## config.mk

```make
export PLATFORM = sky130hd
export DESIGN_NAME = instr_sequencer
export DESIGN_NICKNAME = d
export VERILOG_FILES = /design/src/rtl/mcu_pkg.sv /design/src/rtl/seq_wait_timer.sv /design/src/rtl/instr_sequencer.sv
export SDC_FILE = /design/constraint.sdc
export NUM_CORES = 1
export LEC_CHECK = 0
export ABC_CLOCK_PERIOD_IN_PS = 1700
export CORE_AREA = 5 5 42 44
export CTS_CLUSTER_DIAMETER = 80
export DETAILED_ROUTE_END_ITERATION = 10
export DIE_AREA = 0 0 47 49
export DONT_BUFFER_PORTS = 1
export GPL_TIMING_DRIVEN = 0
export HOLD_SLACK_MARGIN = 0.02
export MAX_ROUTING_LAYER = met4
export PLACE_DENSITY = 0.51
export SLEW_MARGIN = 10
export SYNTH_ARGS = -nofsm -noshare
export SYNTH_HDL_FRONTEND = slang
export SYNTH_HIERARCHICAL = 1
export SYNTH_SLANG_ARGS = --single-unit
```

## constraint.sdc

```tcl
create_clock -name i_clk -period 1.7 [get_ports i_clk]
set_input_delay 0.34 -clock i_clk [delete_from_list [all_inputs] [get_ports i_clk]]
set_output_delay 0.34 -clock i_clk [all_outputs]
set_load 0.01 [all_outputs]
```

## src/rtl/mcu_pkg.sv

```systemverilog
// Shared MCU definitions: opcode values used by the control unit and the
// sequencer state encoding.
package mcu_pkg;

  localparam logic [3:0] ADD   = 4'b0000;
  localparam logic [3:0] SUB   = 4'b0001;
  localparam logic [3:0] STORE = 4'b0010;
  localparam logic [3:0] LOAD  = 4'b0011;
  localparam logic [3:0] MOV   = 4'b0100;
  localparam logic [3:0] MOVI  = 4'b0101;
  localparam logic [3:0] JMP   = 4'b0111;
  localparam logic [3:0] NOP   = 4'b1111;

  typedef enum logic [2:0] {
    ST_IDLE   = 3'd0,
    ST_FETCH  = 3'd1,
    ST_DECODE = 3'd2,
    ST_EXEC   = 3'd3,
    ST_MEM    = 3'd4,
    ST_FAULT  = 3'd5
  } seq_state_t;

  function automatic logic is_mem_op(input logic [3:0] op);
    return (op == LOAD) || (op == STORE);
  endfunction

endpackage

```

## src/rtl/seq_wait_timer.sv

```systemverilog
// Memory-ack wait counter for the sequencer timeout (built only with SEQ_TIMEOUT_EN).
// o_last flags that one more unacknowledged cycle reaches the LIMIT.
module seq_wait_timer #(
  parameter int unsigned LIMIT = 15
) (
  input  logic i_clk,
  input  logic i_reset,
  input  logic i_clear,
  input  logic i_inc,
  output logic o_last
);

  logic [7:0] r_cnt;

  always_ff @(posedge i_clk or posedge i_reset) begin
    if (i_reset)
      r_cnt <= 8'd0;
    else if (i_clear)
      r_cnt <= 8'd0;
    else if (i_inc)
      r_cnt <= r_cnt + 8'd1;
  end

  assign o_last = (r_cnt == 8'(LIMIT - 1));

endmodule

```

## src/rtl/instr_sequencer.sv

```systemverilog
// Fetch/decode/execute sequencer owning the shared memory port handshake.
// Define SEQ_TIMEOUT_EN to add the mem_ack timeout and the sticky FAULT state.
module instr_sequencer
  import mcu_pkg::*;
#(
  parameter int unsigned ACK_TIMEOUT = 15
) (
  input  logic       i_clk,
  input  logic       i_reset,
  input  logic       i_run,
  input  logic [3:0] i_opcode,
  input  logic       i_mem_ack,
  output logic       o_mem_req,
  output logic       o_mem_we,
  output logic       o_load_ir,
  output logic       o_exec_en,
  output logic       o_wb_en,
  output logic       o_pc_en,
  output logic       o_instr_done,
  output logic       o_busy,
  output logic       o_fault
);

  if (ACK_TIMEOUT < 1 || ACK_TIMEOUT > 255) begin : g_bad_timeout
    $error("ACK_TIMEOUT must be in 1..255");
  end

  seq_state_t r_state;
  seq_state_t w_next;
  logic [3:0] r_op_q;
  logic       w_timeout;
  logic       w_boundary_fetch;

  assign w_boundary_fetch = i_run;

`ifdef SEQ_TIMEOUT_EN
  logic w_clear;
  logic w_stall;
  logic w_last;

  // Counter restarts whenever a new memory phase is entered.
  assign w_clear   = (w_next != r_state) && ((w_next == ST_FETCH) || (w_next == ST_MEM));
  assign w_stall   = o_mem_req & ~i_mem_ack;
  assign w_timeout = w_stall & w_last;

  seq_wait_timer #(
    .LIMIT (ACK_TIMEOUT)
  ) u_wait_timer (
    .i_clk   (i_clk),
    .i_reset (i_reset),
    .i_clear (w_clear),
    .i_inc   (w_stall),
    .o_last  (w_last)
  );
`else
  assign w_timeout = 1'b0;
`endif

  always_ff @(posedge i_clk or posedge i_reset) begin
    if (i_reset)
      r_state <= ST_IDLE;
    else
      r_state <= w_next;
  end

  always_ff @(posedge i_clk or posedge i_reset) begin
    if (i_reset)
      r_op_q <= 4'd0;
    else if (r_state == ST_DECODE)
      r_op_q <= i_opcode;
  end

  always_comb begin
    w_next = r_state;
    case (r_state)
      ST_IDLE:   if (i_run) w_next = ST_FETCH;
      ST_FETCH: begin
        if (i_mem_ack)      w_next = ST_DECODE;
        else if (w_timeout) w_next = ST_FAULT;
      end
      ST_DECODE: w_next = ST_EXEC;
      ST_EXEC: begin
        if (is_mem_op(r_op_q)) w_next = ST_MEM;
        else                   w_next = w_boundary_fetch ? ST_FETCH : ST_IDLE;
      end
      ST_MEM: begin
        if (i_mem_ack)      w_next = w_boundary_fetch ? ST_FETCH : ST_IDLE;
        else if (w_timeout) w_next = ST_FAULT;
      end
      ST_FAULT:  w_next = ST_FAULT;
      default:   w_next = ST_IDLE;
    endcase
  end

  // Outputs follow the state register; reset forces them low immediately.
  always_comb begin
    o_mem_req    = 1'b0;
    o_mem_we     = 1'b0;
    o_load_ir    = 1'b0;
    o_exec_en    = 1'b0;
    o_wb_en      = 1'b0;
    o_pc_en      = 1'b0;
    o_instr_done = 1'b0;
    o_busy       = 1'b0;
    o_fault      = 1'b0;
    if (!i_reset) begin
      o_busy = (r_state != ST_IDLE);
      case (r_state)
        ST_FETCH: begin
          o_mem_req = 1'b1;
          o_load_ir = i_mem_ack;
        end
        ST_EXEC: begin
          o_exec_en    = 1'b1;
          o_instr_done = ~is_mem_op(r_op_q);
          o_pc_en      = ~is_mem_op(r_op_q);
        end
        ST_MEM: begin
          o_mem_req    = 1'b1;
          o_mem_we     = (r_op_q == STORE);
          o_wb_en      = i_mem_ack & (r_op_q == LOAD);
          o_instr_done = i_mem_ack;
          o_pc_en      = i_mem_ack;
        end
`ifdef SEQ_TIMEOUT_EN
        ST_FAULT: o_fault = 1'b1;
`endif
        default: ;
      endcase
    end
  end

endmodule

```

After elaboration in Yosys (flattened, before gate mapping):

Cells that the tools add are included.

* reductions and logical operators: 5
* bitwise operators: 2
* multiplexer cells: 19
* shifts and indexed selects: 0
* equal/unequal tests: 10
* multipliers: 0
* divide/modulo/power cells: 0
* add/subtract/negate cells: 0
* order comparisons: 0

Operators with widths (number)
* 3-bit one-hot mux with 6 select lines: 1
* 1-bit two-way mux: 13
* 3-bit two-way mux: 4
* 4-bit by 2-bit == test with 1-bit output, second input constant: 2
* 3-bit by 2-bit == test with 1-bit output, second input constant: 2
* 3-bit == test, second input constant: 2
* 2-bit inequality test, second input constant: 3
* 3-bit by 1-bit == test with 1-bit output, second input constant: 1
* 3-bit zero test: 1
* 3-bit AND reduction: 1
* 3-bit nonzero test: 1
* 1-bit one-hot mux with 2 select lines: 1
* 2-bit OR reduction: 1
* 1-bit AND: 1
* 1-bit logical OR: 1
* 1-bit NOT: 1

* memory bits (writable): 0
* register bits: 7
* bits in read-only memories: 0
* latch bits: 0
* memories kept: 0
* input bits: 8
* output and inout bits: 9
* word-level logic and storage cells: 38

Logic depth before layout (Yosys ltp):

Gate-level depths: netlist of the first run.

* word-level depth: 5
* gate-level depth with buffers: 5
* mapped depth without buffers: 3

Worst setup path after synthesis of the first run:

Ideal clock, no wire load.

* path type: reg2out
* start: register r_state[0]
* end: output o_pc_en
* arrival: 1288 ps
* slack: 72 ps
* path buffers: 2
* data required time: 1360 ps
* cell stages (with the launch flop): 6
* cell sequence: dfrtp_1 buf_6 nand2b_1 o32a_1 nor2_1 buf_4

* longest elaborated chain between the ends: 3
* elaborated cells between the ends (all ways): 4
* classes of those cells: 2 x eq/ne; 2 x mux

RTL lines
* from (decl): line instr_sequencer.sv:28 `seq_state_t r_state;`
* from (signal assigned): line instr_sequencer.sv:63 `r_state <= w_next;`
* 3-bit == test or 3-bit by 2-bit == test with 1-bit output (tied branches)
* 1-bit one-hot mux with 2 select lines *
* 1-bit two-way mux *
* to (decl): line instr_sequencer.sv:18 `output logic o_pc_en,`

Every way passes the cells marked *; elsewhere a longest branch is shown, timed or not.

Final worst setup path of the first run:

* start: register r_state[1]
* end: output o_pc_en

The elaborated chain is that of the path after synthesis.

==> impl_metrics.toml, run 1 <==
[floorplanning]
dieWidth_um = 47
die_area_um2 = 2300
io_pins = 17
start_util_pct = 33.0
core.rowCount = 14
core_area_um2 = 1400
die_y_um = 49

[logic_synthesis]
synth_commonest_cells = "dfrtp_1 (7), nor2_1 (7), mux2_2 (5)"
async_flop_share_pct = 100
synthesis.nets = 58
synth_top_area_cell = "dfrtp_1"
syn_area_per_cell_um2 = 9.26
ys_types = 24
synth_top_area_share_pct = 37.8
syn-instance-count = 50
synthFlopType = "dfrtp_1"
synth_seq_cells = 7
seq_area_frac_synth_pct = 37.8
synthTopCellsByArea = "dfrtp_1 (38%), mux2_2 (12%), nor2_1 (5.7%)"
synth_edf_count = 0
syn-cell-area_um2 = 463
yosys_warnings = 6

[critical_path]
r2r_cells = 4
timing.rr.start = "r_state[0]"
r2r-end = "r_op_q[3]"
critPathCaptureType = "output port"
crit_path_start = "r_state[1]"
worstSetupEndpoint = "o_pc_en"
crit_fanout = 10
start_kind = "flop"
r2r_slack_ns = 0.26
critPathArrivalTime_ns = 1.40
crit_type = "reg2out"
cp_data_required_time_ns = 1.36

[drt]
drt-wirelength-per-cell_um = 14.6
first_pass_iters = 4
drt-initial-drc-count = 6
via_per_inst = 5.11
postRouteAntennaNets = 0
drc = 0
wl_um = 1170
vias = 409

[sta]
clock_skew_ns = 0.00265
grt_setup_unrepaired = "true"
tns_ns = -0.0418
period_needed_ns = 1.74
hold_viol_final = 0
fmax_mhz = 574
setup_violations = 1
slew_viol_final = 0
fin_ws_ns = -0.0418
post-route-period-util_pct = 102

[grt]
grt_antenna_before_repair = 0
grt_max_degree = 14
grt_pass1_wl_um = 1750
grt_pass1_vias = 376
gr-total-overflow = 0
track_usage_pct = 11.2

[job]
maxCapViolations = 0

[cts]
clock-root-buffer = "clkbuf_4"
path_clk_slew_ns = 0.06
cts_buffers = 3
cts.sinks = 7
clock_path_buffers = 2
clkLatencyLatePin_ns = 0.26
cts_tree = "done"
cts_htree_levels = 1

[placed_design]
port_buffers = 0
hpwl_um = 728
placed_area_um2 = 483
gp_congestion = 0.662

[finish]
area_growth_pct = 39.7
finalNetCount = 73
diodes = 0
drive_gt1_share_pct = 50.0
final_area_um2 = 647

[power_and_ir_drop]
worst_ir_drop_vdd_uv = 878
p_per_area_nw_per_um2 = 1730
leakage_nw = 0.281

[min_path]
hold_class = "in2reg"

[outcome]
status = "finished with violations"
violations = "setup timing"
==> worst max-delay path, cell delays in order, from the launching register on <==
cell and delay, ns:
dfrtp_2 0.48, o32a_1 0.41, nor2_4 0.14, buf_6 0.12
==> kinds of logic (layout without fill, tap and decap cells) <==
| logic type | Yosys count | in the layout | synth area share (%) |
|---|---|---|---|
| other | 1 | 1 | 0.810 |
| AND/OR/NAND/NOR | 23 | 23 | 27.8 |
| AO/OA/AOI/OAI | 6 | 6 | 9.46 |
| buffers and inverters | 7 | 21 | 10.0 |
| XOR/XNOR | 1 | 1 | 1.89 |
| flip-flops | 7 | 7 | 37.8 |
| multiplexers | 5 | 5 | 12.2 |
==> metrics by stage <==
step / cells / setup slack (ns) / utilization (%) / power, W / hold slack, ns
floorplan: 50 / 0.0719 / - / 0.000696 / 0.143
global placement: 66 / -0.0124 / 34.5 / 0.000761 / 0.183
detailed placement: 66 / -0.0114 / 34.5 / 0.000769 / 0.182
CTS: 74 / -0.164 / 40.4 / 0.00102 / 0.219
global route: 80 / -0.0993 / 46.2 / 0.00121 / 0.210
finish: 80 / -0.0418 / 46.2 / 0.00112 / 0.228
==> routing by layer <==
layer | routed length, um | GRT usage (%)
met2 | 564 | 14.0
met3 | 119 | 7.38
met1 | 470 | 14.7
met4 | 10 | 2.76
met5 | 0 | -
==> report_power, final <==
group	switching (W)	internal [W]	total, W
Sequential	0.0000869	0.000251	0.000338
Combinational	0.000271	0.000354	0.000625
Clock	0.0000696	0.0000864	0.000156
==> timing repair <==
action	CTS	global route
pin swaps	1	3
gates cloned	0	0
buffers inserted	4	7
setup endpoints to repair	5	8
hold buffers	1	0
endpoints found under the hold margin	7	0
resized for setup	5	7
==> flip-flops by register name (all words and copies together), names as in the netlist <==
register	cells
r_op_q	4
r_state	3
==> how the worst min path moves through the flow <==
stage,end,start,slack [ns],cells past startpoint
global placement,r_state[0],i_reset,0.18,1
CTS,r_op_q[2],i_opcode[2],0.22,1
finish,r_op_q[2],i_opcode[2],0.23,1
floorplan,r_op_q[0],i_reset,0.14,1
detailed placement,r_state[0],i_reset,0.18,1
global route,r_op_q[1],i_opcode[1],0.21,1
==> cell usage in the layout (no fill, tap or decap), drive strengths merged, types with 2 or more instances in the layout <==
cell type,n
buf,14
nor2,7
dfrtp,7
mux2,5
nand2,4
clkbuf,3
nor3,3
inv,2
nor2b,2
o21ai,2
nor3b,2
==> cell type report <==
| type | count | area [um^2] |
|---|---|---|
| inverters | 2 | 7.51 |
| repair buffers | 12 | 92.6 |
| well taps | 16 | 20.0 |
| flip-flops and latches | 7 | 176 |
| clock inverters | 1 | 5.00 |
| plain buffers | 3 | 30.0 |
| multi-input cells | 36 | 293 |
| fillers | 151 | 754 |
| clock buffers | 3 | 22.5 |
(Power assumes the default switching activity.)
==> inputs of run 2 (changes only) <==
Settings changed: GPL_TIMING_DRIVEN 0 to unset.
==> run 2 against run 1 <==
  * The flow now finishes without violations
  * Clock power is 3% lower
  * Non-clock buffer count is 5 lower
  * Clock skew is 0.0033 ns higher
  * Flip-flop and latch count stayed put
  * Design area is 8.3% lower
  * Fmax is 4.2% higher
  * Worst hold slack better by 0.010 ns
  * Via count is 4.9% lower
  * Worst setup slack better by 0.069 ns
  * Critical path depth is 1 higher
==> impl_metrics.toml, run 2 (synthesis gave the netlist of run 1 again) <==
[cts]
clock_path_buffers = 2
clkLatencyLatePin_ns = 0.25
cts_tree = "done"
cts_htree_levels = 1
clock-root-buffer = "clkbuf_4"
path_clk_slew_ns = 0.05
cts_buffers = 3
cts.sinks = 7

[floorplanning]
dieWidth_um = 47
core_area_um2 = 1400
io_pins = 17
die_y_um = 49
start_util_pct = 33.0
die_area_um2 = 2300
core.rowCount = 14

[power_and_ir_drop]
p_per_area_nw_per_um2 = 1730
worst_ir_drop_vdd_uv = 810
leakage_nw = 0.250

[finish]
postLayoutCoreUtil_pct = 42.3
largest_register_ffs = 4
mostFrequentLayoutCells = "buf_4 (9), nor2_1 (6), dfrtp_1 (6)"
diodes = 0
layout_commonest_cell = "buf_4"
drive_gt1_share_pct = 44.1
area_growth_pct = 28.1
finalNetCount = 68
top_regs = "r_op_q (4), r_state (3)"
top_register = "r_op_q"

[sta]
hold_viol_final = 0
slew_viol_final = 0
setup_violations = 0
fmax_mhz = 598
clock_skew_ns = 0.00596
grt_setup_unrepaired = "true"
period_needed_ns = 1.67
post-route-period-util_pct = 98.4
tns_ns = 0

[grt]
grt_pass1_wl_um = 1820
track_usage_pct = 11.5
gr-total-overflow = 0
grt_antenna_before_repair = 0
grt_max_degree = 10
grt_pass1_vias = 385

[drt]
postRouteAntennaNets = 0
via_per_inst = 5.19
wl_um = 1100
drt-initial-drc-count = 0
vias = 389
first_pass_iters = 1
drt-wirelength-per-cell_um = 14.6
drc = 0

[min_path]
hold_class = "in2reg"

[placed_design]
gp_congestion = 0.735
hpwl_um = 757
port_buffers = 0

[critical_path]
cp_data_required_time_ns = 1.36
crit_fanout = 3
crit_type = "reg2out"
critPathArrivalTime_ns = 1.33
r2r_slack_ns = 0.22
start_kind = "flop"
critPathCaptureType = "output port"

[outcome]
status = "finished, final reports clean"

[job]
maxCapViolations = 0
run 2: cell types whose count changed in the layout (fill, tap and decap cells not counted), sizes merged:
cell    delta
clkinv     -1
clkbuf     +1
buf        -5
run 2: critical path: stages (launching register included):
cell and delay, ns:
dfrtp_1 0.40, nand2b_4 0.15, o32a_1 0.29, nor2_1 0.10, buf_4 0.14
run 2: power breakdown:
| group | switching (W) | total (W) | internal (W) |
|---|---|---|---|
| clock | 0.0000617 | 0.000151 | 0.0000896 |
| sequential | 0.0000955 | 0.000346 | 0.000251 |
| combinational | 0.000241 | 0.000530 | 0.000289 |
| total | 0.000399 | 0.00103 | 0.000629 |
run 2: area by class of cell:
cell class | count | area (um^2)
multi-input combinational | 36 | 285
timing repair buffer | 10 | 77.6
tap | 16 | 20.0
sequential | 7 | 176
inverter | 2 | 7.51
clock buffer | 4 | 26.3
fill | 157 | 808
run 2: final timing paths:
path                                 to         from  cells after the start
setup / recovery           o_instr_done   r_state[0]                      4
hold / removal                r_op_q[0]  i_opcode[0]                      1
setup reg to reg              r_op_q[3]   r_state[0]                      4
hold reg to reg               r_op_q[1]    r_op_q[1]                      1
max in group asynchronous    r_state[1]      i_reset                      2
min in group asynchronous    r_state[0]      i_reset                      2
run 2: through the flow:
stage | instance area, um^2 | total power, W | std cells | setup WS (ns) | hold WS, ns
after detailed placement | 489 | 0.000768 | 67 | 0.222 | 0.176
after floorplan | 463 | 0.000696 | 50 | 0.0719 | 0.143
after global routing | 593 | 0.00112 | 75 | -0.0659 | 0.227
final | 593 | 0.00103 | 75 | 0.0276 | 0.238
after global placement | 489 | 0.000763 | 67 | 0.237 | 0.181
after CTS | 559 | 0.000988 | 74 | 0.0139 | 0.232
run 2: per-layer routing:
| layer | vias up | wire length (um) | track usage [%] |
|---|---|---|---|
| met5 | - | 0 | - |
| met4 | 0 | 19 | 5.53 |
| met3 | 5 | 89 | 5.90 |
| met2 | 13 | 555 | 15.4 |
| met1 | 184 | 432 | 13.9 |
| li1 | 187 | - | - |
run 2: what timing repair did:
action / in CTS / in global routing
hold endpoints to repair: 7 / 0
cloned: 0 / 0
hold buffers: 1 / 0
buffers inserted: 2 / 1
gates resized for setup: 3 / 6
pin swaps: 0 / 2
endpoints found under the setup margin: 3 / 5
==> inputs of run 3 (changes only) <==
Settings changed: ABC_AREA set to 0, CAP_MARGIN set to 30, CORE_AREA 5 5 42 44 to 10 10 47 49, DIE_AREA 0 0 47 49 to 0 0 57 59.
==> run 3 against run 2 <==
  * Worst hold slack barely moved
  * Global-route usage fell by 5.0 points
  * Register-to-register slack improved by 0.12 ns
  * First-iteration DRC count rose by 10
  * Non-clock buffer count fell by 1
  * Combinational power fell by 8.3%
  * Clock skew fell by 0.0016 ns
  * Worst setup slack improved by 0.013 ns
  * Sequential power fell by 7.8%
  * Clock power barely moved
  * Critical endpoint is now o_pc_en
  * Largest cell class unchanged
  * Largest power group unchanged
==> impl_metrics.toml, run 3 (synthesis gave the netlist of run 1 again) <==
[power_and_ir_drop]
p_int_w = 0.000598
comb_power_share_pct = 51.0
leakage_nw = 0.239
switching_share_pct = 37.3
worst_ir_drop_vdd_uv = 745
p_per_area_nw_per_um2 = 1720
switchingPower_w = 0.000355
power_frac_seq_pct = 33.4
pwr-share-clk_pct = 15.6

[finish]
top_regs = "r_op_q (4), r_state (3)"
diodes = 0
fin_cells = 74
multi_input_area_um2 = 254
postLayoutCoreUtil_pct = 39.5
mostFrequentLayoutCells = "buf_4 (8), nor2_1 (7), dfrtp_1 (7)"
drive_gt1_share_pct = 32.8
n_fill_cell = 147
layout_commonest_cell = "buf_4"
top_register = "r_op_q"
largest_register_ffs = 4
area_growth_pct = 19.5
seq_area_um2 = 175
finalNetCount = 67
final_area_um2 = 553

[drt]
vias = 376
drc = 0
first_pass_iters = 4
via_per_inst = 5.08
postRouteAntennaNets = 0
drt-wirelength-per-cell_um = 14.1
wl_um = 1040
drt-initial-drc-count = 10

[sta]
tns_ns = 0
clock_skew_ns = 0.00434
fmax_mhz = 602
grt_setup_unrepaired = "true"
post-route-period-util_pct = 97.6
hold_viol_final = 0
slew_viol_final = 0
setup_violations = 0
period_needed_ns = 1.66
fin_ws_ns = 0.0402

[floorplanning]
die_area_um2 = 3360
io_pins = 17
dieWidth_um = 57
core_area_um2 = 1400
start_util_pct = 33.0
die_y_um = 59
core.rowCount = 14

[min_path]
hold_class = "in2reg"
hold-path-endpoint = "r_op_q[1]"
hp-start = "i_opcode[1]"
holdPathStages = 1

[critical_path]
cpPeakStageDelay_ns = 0.40
r2r_cells = 3
crit_type = "reg2out"
worstPathCellList = "nand2b_4 > o32a_1 > nor2_1 > buf_4"
cp_num_buf_inv = 1
timing.rr.start = "r_state[2]"
r2r_slack_ns = 0.34
start_kind = "flop"
critPathArrivalTime_ns = 1.32
r2r-end = "r_op_q[0]"
cp_data_required_time_ns = 1.36
critPathCaptureType = "output port"
crit_fanout = 4
cp_top_family = "flip-flops"
critPathSlowestCell = "dfrtp_1"

[placed_design]
post-place-ws_ns = 0.233
placed_area_um2 = 497
dp.cells = 68
gp_congestion = 0.719
hpwl_um = 816
port_buffers = 0

[grt]
grt_pass1_wl_um = 1700
track_usage_pct = 6.52
grt_pass1_vias = 376
gr-total-overflow = 0
grt_antenna_before_repair = 0
grt_max_degree = 11

[cts]
cts_tree = "done"
cts_buffers = 3
cts_htree_levels = 1
cts.sinks = 7
clock-root-buffer = "clkbuf_4"
clkLatencyLatePin_ns = 0.25
path_clk_slew_ns = 0.05
clock_path_buffers = 2

[job]
maxCapViolations = 0

[outcome]
status = "finished, final reports clean"
## run 3: changes by cell type in the layout (fill, tap and decap cells not counted), sizes merged
cell and delta:
buf -1
## run 3: cell type report
cell class | count | share of cell area, %
Inverter | 2 | 1.36
Clock buffer | 4 | 4.75
Timing Repair Buffer | 9 | 12.7
Multi-Input combinational cell | 36 | 45.9
Sequential cell | 7 | 31.7
Tap cell | 16 | 3.62
## run 3: metrics by stage
step                hold WS [ns]  power [W]
floorplan                  0.143   0.000696
global placement           0.181   0.000767
detailed placement         0.178   0.000770
CTS                        0.229   0.000969
global route               0.231    0.00104
finish                     0.238   0.000953
## run 3: worst max path at each step
stage | from | to | slack, ns | cells past startpoint
final | r_state[0] | o_pc_en | 0.04 | 4
after floorplan | r_state[0] | o_pc_en | 0.07 | 5
after global placement | r_state[0] | o_pc_en | 0.23 | 4
after CTS | r_state[0] | o_pc_en | 0.02 | 4
after detailed placement | r_state[0] | o_pc_en | 0.23 | 4
after global routing | r_state[0] | o_pc_en | -0.06 | 4
## run 3: worst reg2reg max path, cell delays in order, from the launching register on
cell	delay [ns]
dfrtp_1	0.41
buf_4	0.19
nor3b_4	0.27
mux2_2	0.37
## run 3: power groups by stage
stage,combinational [W],sequential (W),clock (W)
5_1_grt,0.000537,0.000336,0.000168
3_3_place_gp,0.000450,0.000317,0
6_report,0.000486,0.000319,0.000148
4_1_cts,0.000491,0.000320,0.000157
3_5_place_dp,0.000452,0.000319,0
2_1_floorplan,0.000403,0.000292,0
## run 3: timing repair
| action | 4_1_cts | 5_1_grt |
|---|---|---|
| endpoints found under the setup margin | 2 | 5 |
| resized for setup | 2 | 0 |
| setup buffers | 1 | 0 |
| hold buffers | 1 | 0 |
| endpoints found under the hold margin | 7 | 0 |
## run 3: metal layers
metal	part of all wire [%]	global-route usage, %
met4	0	3.02
met1	44	7.96
met5	0	-
met2	46	8.68
met3	9.7	3.22
